File: src/rtl/multicycle_main_controller.sv
// -----------------------------------------------------------------------------
// multicycle_main_controller
//
// Main control FSM of the multicycle RISC-V core. Each instruction is walked
// through fetch / decode / execute / memory / writeback. The machine drives the
// datapath enables and mux selects, and produces the 2-bit ALUOp that the ALU
// decoder downstream consumes.
//
// Outputs are Moore-style: they depend on the registered state only. The one
// exception is FETCH, where ir_write/pc_update also depend on the wait counter.
// pc_write additionally folds in the ALU zero flag for branches.
//
// Parameter:
//   FETCH_WAIT   extra FETCH cycles before instruction/PC capture (0..15)
//
// Optional build macro:
//   ILLEGAL_TRAP_EN   when defined, an unknown opcode in DECODE parks the FSM
//                     in ILLEGAL (illegal=1, all enables 0) until reset.
//                     When undefined, an unknown opcode behaves as a NOP and
//                     illegal is tied to 0.
//
// Ports:
//   clk         in   system clock, rising edge
//   rst_n       in   asynchronous active-low reset
//   op[6:0]     in   opcode field of the instruction register
//   zero        in   ALU zero flag
//   alu_op      out  00 add, 01 sub (beq), 10 funct-decoded
//   alu_src_a   out  00 PC, 01 OldPC, 10 RD1
//   alu_src_b   out  00 RD2, 01 ImmExt, 10 constant 4
//   result_src  out  00 ALUOut, 01 memory data, 10 ALUResult
//   adr_src     out  memory address mux: 0 PC, 1 Result
//   ir_write    out  instruction register load enable
//   pc_update   out  unconditional PC write request
//   branch      out  branch-evaluate flag
//   pc_write    out  pc_update | (branch & zero)
//   reg_write   out  register file write enable
//   mem_write   out  data memory write enable
//   illegal     out  illegal-opcode trap flag
// -----------------------------------------------------------------------------
module multicycle_main_controller #(
    parameter int unsigned FETCH_WAIT = 0
) (
    input  logic       clk,
    input  logic       rst_n,
    input  logic [6:0] op,
    input  logic       zero,
    output logic [1:0] alu_op,
    output logic [1:0] alu_src_a,
    output logic [1:0] alu_src_b,
    output logic [1:0] result_src,
    output logic       adr_src,
    output logic       ir_write,
    output logic       pc_update,
    output logic       branch,
    output logic       pc_write,
    output logic       reg_write,
    output logic       mem_write,
    output logic       illegal
);

    localparam logic [6:0] OP_LW   = 7'b0000011;
    localparam logic [6:0] OP_SW   = 7'b0100011;
    localparam logic [6:0] OP_R    = 7'b0110011;
    localparam logic [6:0] OP_IALU = 7'b0010011;
    localparam logic [6:0] OP_BEQ  = 7'b1100011;
    localparam logic [6:0] OP_JAL  = 7'b1101111;

    localparam logic [3:0] FETCH_LAST = 4'(FETCH_WAIT);

    typedef enum logic [3:0] {
        S_FETCH    = 4'd0,
        S_DECODE   = 4'd1,
        S_MEMADR   = 4'd2,
        S_MEMREAD  = 4'd3,
        S_MEMWB    = 4'd4,
        S_MEMWRITE = 4'd5,
        S_EXECR    = 4'd6,
        S_EXECI    = 4'd7,
        S_ALUWB    = 4'd8,
        S_BEQ      = 4'd9,
`ifdef ILLEGAL_TRAP_EN
        S_JAL      = 4'd10,
        S_ILLEGAL  = 4'd11
`else
        S_JAL      = 4'd10
`endif
    } state_t;

    state_t     state_reg, state_next;
    logic [3:0] wait_cnt_reg, wait_cnt_next;

    // Raw enables before reset gating.
    logic ir_write_int, pc_update_int, branch_int, reg_write_int, mem_write_int;

    always_ff @(posedge clk or negedge rst_n) begin
        if (!rst_n) begin
            state_reg    <= S_FETCH;
            wait_cnt_reg <= '0;
        end else begin
            state_reg    <= state_next;
            wait_cnt_reg <= wait_cnt_next;
        end
    end

    always_comb begin
        state_next    = S_FETCH;
        wait_cnt_next = '0;   // counter is only nonzero while in FETCH
        alu_op        = 2'b00;
        alu_src_a     = 2'b00;
        alu_src_b     = 2'b00;
        result_src    = 2'b00;
        adr_src       = 1'b0;
        ir_write_int  = 1'b0;
        pc_update_int = 1'b0;
        branch_int    = 1'b0;
        reg_write_int = 1'b0;
        mem_write_int = 1'b0;

        case (state_reg)
            S_FETCH: begin
                alu_src_b  = 2'b10;
                result_src = 2'b10;
                if (wait_cnt_reg == FETCH_LAST) begin
                    ir_write_int  = 1'b1;
                    pc_update_int = 1'b1;
                    state_next    = S_DECODE;
                end else begin
                    wait_cnt_next = wait_cnt_reg + 4'd1;
                    state_next    = S_FETCH;
                end
            end
            S_DECODE: begin
                // ALU precomputes the branch target OldPC + imm.
                alu_src_a = 2'b01;
                alu_src_b = 2'b01;
                case (op)
                    OP_LW, OP_SW: state_next = S_MEMADR;
                    OP_R:         state_next = S_EXECR;
                    OP_IALU:      state_next = S_EXECI;
                    OP_BEQ:       state_next = S_BEQ;
                    OP_JAL:       state_next = S_JAL;
`ifdef ILLEGAL_TRAP_EN
                    default:      state_next = S_ILLEGAL;
`else
                    default:      state_next = S_FETCH;
`endif
                endcase
            end
            S_MEMADR: begin
                alu_src_a  = 2'b10;
                alu_src_b  = 2'b01;
                state_next = (op == OP_LW) ? S_MEMREAD : S_MEMWRITE;
            end
            S_MEMREAD: begin
                adr_src    = 1'b1;
                state_next = S_MEMWB;
            end
            S_MEMWB: begin
                result_src    = 2'b01;
                reg_write_int = 1'b1;
                state_next    = S_FETCH;
            end
            S_MEMWRITE: begin
                adr_src       = 1'b1;
                mem_write_int = 1'b1;
                state_next    = S_FETCH;
            end
            S_EXECR: begin
                alu_src_a  = 2'b10;
                alu_op     = 2'b10;
                state_next = S_ALUWB;
            end
            S_EXECI: begin
                alu_src_a  = 2'b10;
                alu_src_b  = 2'b01;
                alu_op     = 2'b10;
                state_next = S_ALUWB;
            end
            S_ALUWB: begin
                reg_write_int = 1'b1;
                state_next    = S_FETCH;
            end
            S_BEQ: begin
                alu_src_a  = 2'b10;
                alu_op     = 2'b01;
                branch_int = 1'b1;
                state_next = S_FETCH;
            end
            S_JAL: begin
                // Link value PC+4 is formed as OldPC + 4; jump target came from DECODE.
                alu_src_a     = 2'b01;
                alu_src_b     = 2'b10;
                pc_update_int = 1'b1;
                state_next    = S_ALUWB;
            end
`ifdef ILLEGAL_TRAP_EN
            S_ILLEGAL: begin
                state_next = S_ILLEGAL;   // only reset leaves the trap
            end
`endif
            default: begin
                state_next = S_FETCH;     // unreachable encodings recover
            end
        endcase
    end

    // Enables are gated by rst_n so nothing is written while reset is low,
    // even though FETCH (the reset state) would otherwise assert ir_write.
    assign ir_write  = rst_n & ir_write_int;
    assign pc_update = rst_n & pc_update_int;
    assign branch    = rst_n & branch_int;
    assign pc_write  = rst_n & (pc_update_int | (branch_int & zero));
    assign reg_write = rst_n & reg_write_int;
    assign mem_write = rst_n & mem_write_int;

`ifdef ILLEGAL_TRAP_EN
    assign illegal = rst_n & (state_reg == S_ILLEGAL);
`else
    assign illegal = 1'b0;
`endif

endmodule

File: config.mk
export PLATFORM = sky130hd
export DESIGN_NAME = multicycle_main_controller
export DESIGN_NICKNAME = d
export VERILOG_FILES = /design/src/rtl/multicycle_main_controller.sv
export SDC_FILE = /design/constraint.sdc
export NUM_CORES = 1
export LEC_CHECK = 0
export BUFFER_PORTS_ARGS = -buffer_cell sky130_fd_sc_hd__buf_2
export CAP_MARGIN = 20
export CORE_UTILIZATION = 48
export CTS_CLUSTER_SIZE = 25
export DETAILED_ROUTE_END_ITERATION = 7
export GPL_TIMING_DRIVEN = 0
export MAX_ROUTING_LAYER = met4
export PLACE_DENSITY = 0.78
export SYNTH_ARGS = -nofsm -noshare
export SYNTH_HDL_FRONTEND = slang
export SYNTH_SLANG_ARGS = --single-unit
File: constraint.sdc
create_clock -name clk -period 2.1 [get_ports clk]
set_input_delay 0.42 -clock clk [delete_from_list [all_inputs] [get_ports clk]]
set_output_delay 0.42 -clock clk [all_outputs]
set_load 0.03 [all_outputs]
# Yosys cells after proc, flatten, opt, wreduce, memory -nomap -nowiden
# Cells that the tools add are included.
# word_totals
reg_bits	8
input_bits	10
output_inout_bits	16
elab_cells	55
# op_classes
addsub	1
eq_ne	16
mux	17
bitwise	8
n_reduce_logical	11
# op_table
operator	n
case mux 4 bit (5 select lines)	2
== test 4 x 3 -> 1 bit, second input constant	4
case mux 2 bit (2 select lines)	4
== test 7 x 6 -> 1 bit, second input constant	2
== test 7 bit, second input constant	2
== test 4 bit, second input constant	3
OR reduction 2 bit	6
== test 4 x 2 -> 1 bit, second input constant	2
zero test 4 bit	2
2-to-1 mux 4 bit	2
bitwise AND 1 bit	7
== test 7 x 2 -> 1 bit, second input constant	1
== test 7 x 5 -> 1 bit, second input constant	1
2-to-1 mux 1 bit	7
OR reduction 3 bit	2
adder 4 x 1 -> 4 bit, second input constant	1
== test 4 x 1 -> 1 bit, second input constant	1
OR reduction 4 bit	1
2-to-1 mux 3 bit	1
case mux 1 bit (2 select lines)	1
bitwise OR 1 bit	1

# Depth between registers and ports, before layout
# Gate-level depths: netlist of run 1.
# logic_depth
word_depth	5
depth_mapped	5
mapped_depth_nobuf	5

# Worst setup path after synthesis of run 1
# Ideal clock, no wire load.
# synth_timing
path_kind	register -> output
startpoint	register state_reg[0]
endpoint	output port ir_write
t_arrival_ns	1.641
required_ns	1.680
slack_ns	0.039
stages_incl_launch_ff	5
n_path_buf	1
cell_sequence	dfrtp_1 buf_6 or4_4 inv_1 and3_1
# synth_via
elab_chain_len	3
# synth_lines
element	line	source
start: declaration	89	state_t state_reg, state_next;
start signal: assignment	100	state_reg <= state_next;
zero test 4 bit	119	case (state_reg)
2-to-1 mux 1 bit	119	
bitwise AND 1 bit	209	assign ir_write = rst_n & ir_write_int;
end: declaration	52	output logic ir_write,
# No other way between the ends.

# Worst setup path in the final report of run 1
# layout_timing
startpoint	register state_reg[1]
endpoint	output port pc_write
# layout_via
elab_chain_len	5
elab_cells_between_ends	8
cone_classes	2 x eq/ne; 2 x mux; 3 x bitwise; 1 x reduce/logical
# layout_lines
element	line	source
== test 4 bit	119	
2-to-1 mux 1 bit	119	
bitwise AND 1 bit	212	assign pc_write = rst_n & (pc_update_int | (branch_int & zero));
bitwise OR 1 bit (*)	212	
bitwise AND 1 bit (*)	212	
end: declaration	55	output logic pc_write,
# Every way passes the cells marked *; elsewhere a longest branch is shown, timed or not.

==> qor.yml, run 1 <==
r2r_cells: 3
place_congestion: 0.770
crit_slowest_cell: "or4_4"
drt_iter0_markers: 7
postSynthAreaPerCell_um2: 7.76
syn_inst: 94
cts_sinks: 8
rsz0062_at_grt: "yes"
powerDensity_nw_per_um2: 864
r2r_setup_slack_ns: 0.73
hold_violations: 0
timing.rr.start: "state_reg[1]"
die-area_um2: 1680
clk_pin_slew_ns: 0.06
final_common_cell: "buf_2"
dp_hpwl_um: 1260
synth.area.top_cells: "dfrtp_1, nor3b_1, a21oi_1, nor2_1, nand2b_1"
diodes: 0
syn2layout_area_growth_pct: 28.6
setup_viol: 0
std_cell_rows: 13
clk_path_buf_depth: 2
fin_crit_sh: 0.987
cts_buffers: 3
ys_ff_latch: 8
grt_pass1_wl_um: 2700
synth_nets: 106
initial_utilization: 0.540
crit_start: "state_reg[1]"
ant_nets: 0
synth_edf_count: 0
worstSkewPairLatency_ns: 0.26
fp.dieH_um: 41.0
grt_pass1_vias: 600
fin_crit_ns: 2.07
path_class: "register to primary output"
startpoint_type: "register"
boundaryPins: 26
fillers: 120
critPathMaxFanout: 4
power_leakage_nw: 0.475
vias_per_cell: 5.53
drive_gt1_frac: 0.361
grt.total_usage: 0.268
finalClockSkew_ns: 0.00490
cp.arrival_ns: 1.65
report.final.slew_viol_count: 0
status: "completed"
yosysWarningCount: 0
layout_common_cells: "buf_2, nor2_1, dfrtp_1"
cts-root-buf: "clkbuf_4"
ys_types: 37
drcViolationCount: 0
hold_buffers: 0
r2r-end: "wait_cnt_reg[0]"
synthesis.area_um2: 729
synth_top_area_share: 0.274
antenna_found_initial: 0
wl_per_cell_um: 12.8
cts_tree: "built"
yosys.area.top_type: "dfrtp_1"
critical_path.cell_chain: "or4_4, nor3_2, o21a_1, buf_6"
maxClockFrequency_ghz: 0.483
worstPathRequired_ns: 1.68
h-tree-depth: 1
cp-endpoint: "pc_write"
grt_max_degree: 14
cp_slowest_stage_delay_ns: 0.57
async_flop_share: 1.00
total_power_uw: 810
synth_ff_type: "dfrtp_1"
hold_path.class: "input port to asynchronous set/reset pin"
routed_wirelength_um: 1760
io_buffers: 24
ir_drop_mv: 0.601
drtPass1Iterations: 4
dr_total_vias: 757
hold_slack_ns: 0.0254
seq_area_frac_synth: 0.274
fp.dieW_um: 41.0
cap_viol_max_count: 0
cp-end-kind: "primary output"
layout.nets: 136
grt-ovfl-total: 0
coreArea_um2: 1350
## critical path, delay by kind of cell, from the launching register on
family / cells / cell delay [ns]
AND/OR/NAND/NOR: 2 / 0.73
AO/OA/AOI/OAI: 1 / 0.16
flip-flops: 1 / 0.37
buffers and inverters: 1 / 0.13
## cell type report
| type | instances | area, um2 | area share |
|---|---|---|---|
| Sequential cell | 8 | 200 | 0.213 |
| Tap cell | 15 | 18.8 | 0.0200 |
| Buffer | 6 | 32.5 | 0.0347 |
| Timing Repair Buffer | 26 | 153 | 0.163 |
| Multi-Input combinational cell | 75 | 497 | 0.529 |
| Clock buffer | 3 | 22.5 | 0.0240 |
| Inverter | 4 | 15.0 | 0.0160 |
## metal layers
layer	GRT usage	up-vias	wire length, um
li1	-	389	-
met1	0.322	341	819
met2	0.418	23	834
met3	0.0652	4	75
met4	0.125	0	29
met5	-	-	0
## kinds of logic (layout without fill, tap and decap cells)
group           Yosys count  count (layout)  share of synthesized area
other cells               1               1                    0.00514
compound gates           17              17                      0.148
xor+xnor                  4               4                     0.0480
fa+ha+maj                 2               2                     0.0343
buf+inv                  11              39                     0.0755
flops                     8               8                      0.274
simple gates             51              51                      0.415
## worst min path at each step
| stage | from | slack, ns | endpoint | cells after the start |
|---|---|---|---|---|
| after floorplan | rst_n | 0.12 | state_reg[0] | 0 |
| after global placement | rst_n | 0.30 | wait_cnt_reg[2] | 1 |
| after detailed placement | rst_n | 0.30 | wait_cnt_reg[2] | 1 |
| after CTS | rst_n | 0.02 | wait_cnt_reg[2] | 1 |
| after global routing | rst_n | 0.03 | wait_cnt_reg[2] | 1 |
| final | rst_n | 0.03 | wait_cnt_reg[2] | 1 |
## synth_stat cells, types with 2 or more instances
library cell,number
a21oi_1,7
and3_1,2
nor3_1,6
nor3b_1,5
nand2_1,6
clkbuf_1,3
and2_1,4
nand3b_1,3
ha_1,2
dfrtp_1,8
buf_2,2
nand2b_1,5
xnor2_1,3
o21ai_0,2
nor2b_1,3
nor2_1,9
inv_1,4
## where the power goes
| part | total, mW | internal (mW) | switching, mW |
|---|---|---|---|
| clock network | 0.120 | 0.0656 | 0.0547 |
| registers | 0.173 | 0.165 | 0.00777 |
| logic | 0.517 | 0.211 | 0.306 |
| total | 0.810 | 0.442 | 0.368 |
## repair_timing
item / in CTS / in global routing
hold endpoints to repair: 0 / 0
pin swaps: 3 / 4
buffers inserted: 2 / 0
setup endpoints to repair: 3 / 7
resized for setup: 6 / 13
## per-stage QoR
step	TNS (ns)	utilization	worst slack [ns]	instance area, um2	instances
floorplan	0	-	0.0394	729	94
global placement	0	0.643	0.133	868	133
detailed placement	0	0.643	0.143	868	133
CTS	-0.0486	0.685	-0.0275	925	138
global route	-0.0829	0.695	-0.0650	938	137
finish	0	0.695	0.0281	938	137
No activity file was read; power rests on OpenSTA's default activity.
==> inputs of run 2 (changes only) <==
Settings changed: REMOVE_ABC_BUFFERS set to 1.
==> run 2 against run 1 <==
  * Maximum frequency about the same
  * Largest cell class unchanged
  * Utilization is 0.093 points higher
  * Critical path type unchanged
  * Wire length shrank 4.6%
==> qor.yml, run 2 (synthesis gave the netlist of run 1 again) <==
finalClockSkew_ns: 0.00967  # was 0.00490 ns
hold_buffers: 0  # unchanged
place_congestion: 0.742  # was 0.770
grtUsageMet2: 0.395  # was 0.418
final_common_cell: "buf_2"  # unchanged
cts_tree: "built"  # unchanged
power_leakage_nw: 0.473  # was 0.475 nW
dp_cells: 126  # was 133
clk_pin_slew_ns: 0.06  # about the same
cap_viol_max_count: 0  # unchanged
ant_nets: 0  # unchanged
drt_iter0_markers: 9  # was 7
coreArea_um2: 1350  # unchanged
die-area_um2: 1680  # unchanged
syn2layout_area_growth_pct: 28.8  # was 28.6%
met1_usage: 0.287  # was 0.322
dp_hpwl_um: 1130  # was 1260 um
layout.nets: 136  # unchanged
sequentialPowerShare: 0.230  # was 0.214
layout_common_cells: "buf_2, nor2_1, a21oi_1, buf_4"  # was buf_2, nor2_1, dfrtp_1
worstPathRequired_ns: 1.68  # about the same
cp.arrival_ns: 1.65  # about the same
powerDensity_nw_per_um2: 808  # was 864 nW/um2
cts-root-buf: "clkbuf_4"  # unchanged
fin_crit_ns: 2.07  # about the same
std_cell_rows: 13  # unchanged
switching_share: 0.458  # was 0.455
dr_total_vias: 748  # was 757
cp_slowest_stage_delay_ns: 0.58  # was 0.57 ns
timing.setup.tns_ns: 0  # unchanged
rsz0062_at_grt: "yes"  # unchanged
h-tree-depth: 1  # unchanged
wl_per_cell_um: 12.2  # was 12.8 um
cts_sinks: 8  # unchanged
total_power_uw: 759  # was 810 uW
setup_viol: 0  # unchanged
grt_pass1_wl_um: 2530  # was 2700 um
cp-end-kind: "primary output"  # unchanged
p_clk_frac: 0.152  # was 0.148
initial_utilization: 0.540  # unchanged
status: "completed"  # unchanged
grt-ovfl-total: 0  # unchanged
crit_slowest_cell: "or4_4"  # unchanged
startpoint_type: "register"  # unchanged
io_buffers: 24  # unchanged
fp.dieW_um: 41.0  # unchanged
grt_pass1_vias: 609  # was 600
path_class: "register to primary output"  # unchanged
drtPass1Iterations: 4  # unchanged
drcViolationCount: 0  # unchanged
routed_wirelength_um: 1680  # was 1760 um
comb_power_share: 0.619  # was 0.638
fin_crit_sh: 0.986  # was 0.987
grt.busiest_layer: "met2"  # unchanged
critPathMaxFanout: 5  # was 4
boundaryPins: 26  # unchanged
vias_per_cell: 5.46  # was 5.53
grt_max_degree: 19  # was 14
diodes: 0  # unchanged
clk_path_buf_depth: 2  # unchanged
report.final.slew_viol_count: 0  # unchanged
critical_path.cell_chain: "or4_4, inv_2, and3_1, buf_6"  # was or4_4, nor3_2, o21a_1, buf_6
grt.total_usage: 0.245  # was 0.268
worstSkewPairLatency_ns: 0.25  # was 0.26 ns
power.switching_uw: 348  # was 368 uW
globalRouteMet3Util: 0.0489  # was 0.0652
cts_buffers: 3  # unchanged
hold_violations: 0  # unchanged
fp.dieH_um: 41.0  # unchanged
antenna_found_initial: 0  # unchanged
maxClockFrequency_ghz: 0.483  # about the same
ir_drop_mv: 0.364  # was 0.601 mV
hold_path.class: "input port to asynchronous set/reset pin"  # unchanged
final_cells: 137  # unchanged
drive_gt1_frac: 0.369  # was 0.361
p_int_uw: 412  # was 442 uW
## run 2: cell types whose count changed in the layout (fill, tap and decap cells not counted), sizes merged
| cell | previous run | this run |
|---|---|---|
| buf | 29 | 31 |
| clkbuf | 6 | 4 |
## run 2: path summary, 6_finish.rpt
check	endpoint	start	slack, ns	cells past startpoint
max in group asynchronous	state_reg[1]	rst_n	1.83	1
max	ir_write	state_reg[3]	0.03	4
min in group clk	wait_cnt_reg[0]	wait_cnt_reg[0]	0.50	1
max reg2reg	state_reg[1]	state_reg[1]	0.58	5
min reg2reg	wait_cnt_reg[0]	wait_cnt_reg[0]	0.50	1
min	wait_cnt_reg[3]	rst_n	0.03	1
## run 2: routing by layer
metal  share of wire  wire [um]  up-vias
met2            0.52        875       17
met5               0          0        -
li1                -          -      384
met3           0.027         46        2
met1            0.44        740      345
met4          0.0083         14        0
## run 2: metrics by stage
step           setup slack (ns)   util  instance area (um2)  hold WS (ns)
2_1_floorplan           -0.0683      -                  689         0.124
3_3_place_gp           -0.00462  0.614                  828         0.298
3_5_place_dp            -0.0213  0.614                  828         0.298
4_1_cts                -0.00985  0.660                  891        0.0278
5_1_grt                 -0.0219  0.696                  940        0.0341
6_report                 0.0286  0.696                  940        0.0307
## run 2: what timing repair did
action	CTS	global route
resized for setup	6	7
setup buffers	4	4
cloned	0	0
pin swaps	0	3
setup endpoints to repair	6	3
## run 2: final cells by class
class / count / area (um2)
multi-input combinational: 75 / 485
inverter: 4 / 15.0
timing repair buffer: 32 / 193
clock buffer: 3 / 22.5
sequential: 8 / 205
fill: 119 / 410
tap: 15 / 18.8
## run 2: power groups by stage
stage	registers [mW]	clock network [mW]	logic, mW
5_1_grt	0.175	0.126	0.505
3_3_place_gp	0.217	0	0.378
3_5_place_dp	0.216	0	0.387
6_report	0.175	0.115	0.470
2_1_floorplan	0.204	0	0.295
4_1_cts	0.175	0.119	0.452
## run 2: critical path, delay by kind of cell, from the launching register on
kind | cells | cell delay, ns
simple gates | 2 | 0.76
buf+inv | 2 | 0.23
flops | 1 | 0.41
==> inputs of run 3 (changes only) <==
Clock period 2.1 ns to 2.31 ns, I/O delays scaled along.
==> run 3 against run 2 <==
  * Power decreased by 12%
  * Worst hold slack improved by 0.040 ns
  * Setup slack better by 0.088 ns
  * Non-clock buffer count fell by 6
  * Sequential power shrank 4%
  * Combinational power down 16%
  * Register-to-register slack better by 0.25 ns
  * Highest routed layer unchanged
==> qor.yml, run 3 (synthesis gave the netlist of run 1 again) <==
ant_nets: 0  # unchanged
grt_max_degree: 20  # was 19
layout_common_cells: "buf_2, nor2_1, a21oi_1"  # was buf_2, nor2_1, a21oi_1, buf_4
std_cell_rows: 13  # unchanged
fp.dieH_um: 41.0  # unchanged
status: "completed"  # unchanged
path_delay_family: "simple AND/OR/NAND/NOR gates"  # unchanged
syn2layout_area_growth_pct: 19.9  # was 28.8%
drt_iter0_markers: 8  # was 9
critPathMaxFanout: 11  # was 5
dpl_cell_area_um2: 828  # unchanged
hold_buffers: 0  # unchanged
cp_slowest_stage_delay_ns: 0.58  # about the same
cp-end-kind: "primary output"  # unchanged
fin_area_um2: 875  # was 940 um2
fp.dieW_um: 41.0  # unchanged
cp_num_buf_inv: 1  # was 2
dr_total_vias: 711  # was 748
r2r_setup_slack_ns: 0.83  # was 0.58 ns
drcViolationCount: 0  # unchanged
setup_slack_ns: 0.116  # was 0.0286 ns
routed_wirelength_um: 1510  # was 1680 um
io_buffers: 24  # unchanged
die-area_um2: 1680  # unchanged
critical_path.cell_chain: "or4_4, nor3_2, o21a_1, clkbuf_4"  # was or4_4, inv_2, and3_1, buf_6
powerDensity_nw_per_um2: 761  # was 808 nW/um2
cp_num_cells: 4  # unchanged
hold_path.class: "input port to asynchronous set/reset pin"  # unchanged
maxClockFrequency_ghz: 0.456
drive_gt1_frac: 0.319  # was 0.369
setup_viol: 0  # unchanged
crit_slowest_cell: "or4_4"  # unchanged
report.final.slew_viol_count: 0  # unchanged
fillers: 125  # was 119
r2r_cells: 4  # was 5
grt_pass1_vias: 566  # was 609
place_congestion: 0.742  # unchanged
diodes: 0  # unchanged
wl_per_cell_um: 11.5  # was 12.2 um
clk_pin_slew_ns: 0.06  # about the same
boundaryPins: 26  # unchanged
finalClockSkew_ns: 0.00794  # was 0.00967 ns
clk_path_buf_depth: 2  # unchanged
worstSkewPairLatency_ns: 0.25  # about the same
drtPass1Iterations: 4  # unchanged
cts-root-buf: "clkbuf_4"  # unchanged
cp.arrival_ns: 1.73  # was 1.65 ns
cts_buffers: 3  # unchanged
layout.nets: 130  # was 136
startpoint_type: "register"  # unchanged
cap_viol_max_count: 0  # unchanged
final_common_cell: "buf_2"  # unchanged
grt-ovfl-total: 0  # unchanged
dp_hpwl_um: 1130  # unchanged
worstPathRequired_ns: 1.85  # was 1.68 ns
grt_pass1_wl_um: 2370  # was 2530 um
rsz0062_at_grt: "no"  # was yes
coreArea_um2: 1350  # unchanged
ir_drop_mv: 0.375  # was 0.364 mV
initial_utilization: 0.540  # unchanged
antenna_found_initial: 0  # unchanged
path_class: "register to primary output"  # unchanged
fin_crit_ns: 2.19
place_ws_ns: 0.147  # was -0.0213 ns
cts_sinks: 8  # unchanged
power_leakage_nw: 0.438  # was 0.473 nW
grt.total_usage: 0.229  # was 0.245
hold_violations: 0  # unchanged
fin_crit_sh: 0.950
cts_tree: "built"  # unchanged
vias_per_cell: 5.43  # was 5.46
h-tree-depth: 1  # unchanged
timing.setup.tns_ns: 0  # unchanged
==> run 3: where the power goes <==
part / switching, mW / internal [mW] / leakage [nW]
Combinational: 0.245 / 0.149 / 0.319
Sequential: 0.0155 / 0.152 / 0.105
Clock: 0.0442 / 0.0592 / 0.0138
==> run 3: worst paths after layout <==
| path | end | startpoint |
|---|---|---|
| max | pc_write | state_reg[1] |
| min | wait_cnt_reg[3] | rst_n |
| max reg2reg | state_reg[1] | state_reg[1] |
| min reg2reg | wait_cnt_reg[0] | wait_cnt_reg[0] |
| max in group asynchronous | state_reg[1] | rst_n |
| min in group clk | wait_cnt_reg[0] | wait_cnt_reg[0] |
==> run 3: layout make-up <==
class / instances / area, um2 / share of cell area
sequential: 8 / 204 / 0.233
clock buffer: 3 / 22.5 / 0.0258
tap: 15 / 18.8 / 0.0215
multi-input combinational: 75 / 479 / 0.548
inverter: 4 / 15.0 / 0.0172
timing repair buffer: 26 / 135 / 0.155
==> run 3: worst register-to-register path, cell delays in order (launching register included) <==
cell and delay (ns):
dfrtp_2 0.46, buf_2 0.24, and4b_1 0.24, and4_1 0.20, o221a_2 0.22
==> run 3: through the flow <==
step                      power, mW  hold slack, ns  utilization  std cells
final                         0.665          0.0705        0.648        131
after CTS                     0.658          0.0698        0.637        130
after detailed placement      0.548           0.340        0.614        126
after global routing          0.709          0.0737        0.648        131
after floorplan               0.454           0.166            -         87
after global placement        0.541           0.340        0.614        126
==> run 3: repair_timing <==
action | 4_1_cts | 5_1_grt
gates resized for setup | 3 | 2
setup endpoints to repair | 2 | 3
pin swaps | 0 | 2
endpoints found under the hold margin | 0 | 0
buffers inserted | 1 | 1
==> run 3: metal layers <==
layer / global-route usage / vias up / wire length [um]
met5: - / - / 0
met2: 0.340 / 13 / 760
li1: - / 374 / -
met1: 0.287 / 322 / 695
met3: 0.0489 / 2 / 39
met4: 0.125 / 0 / 14
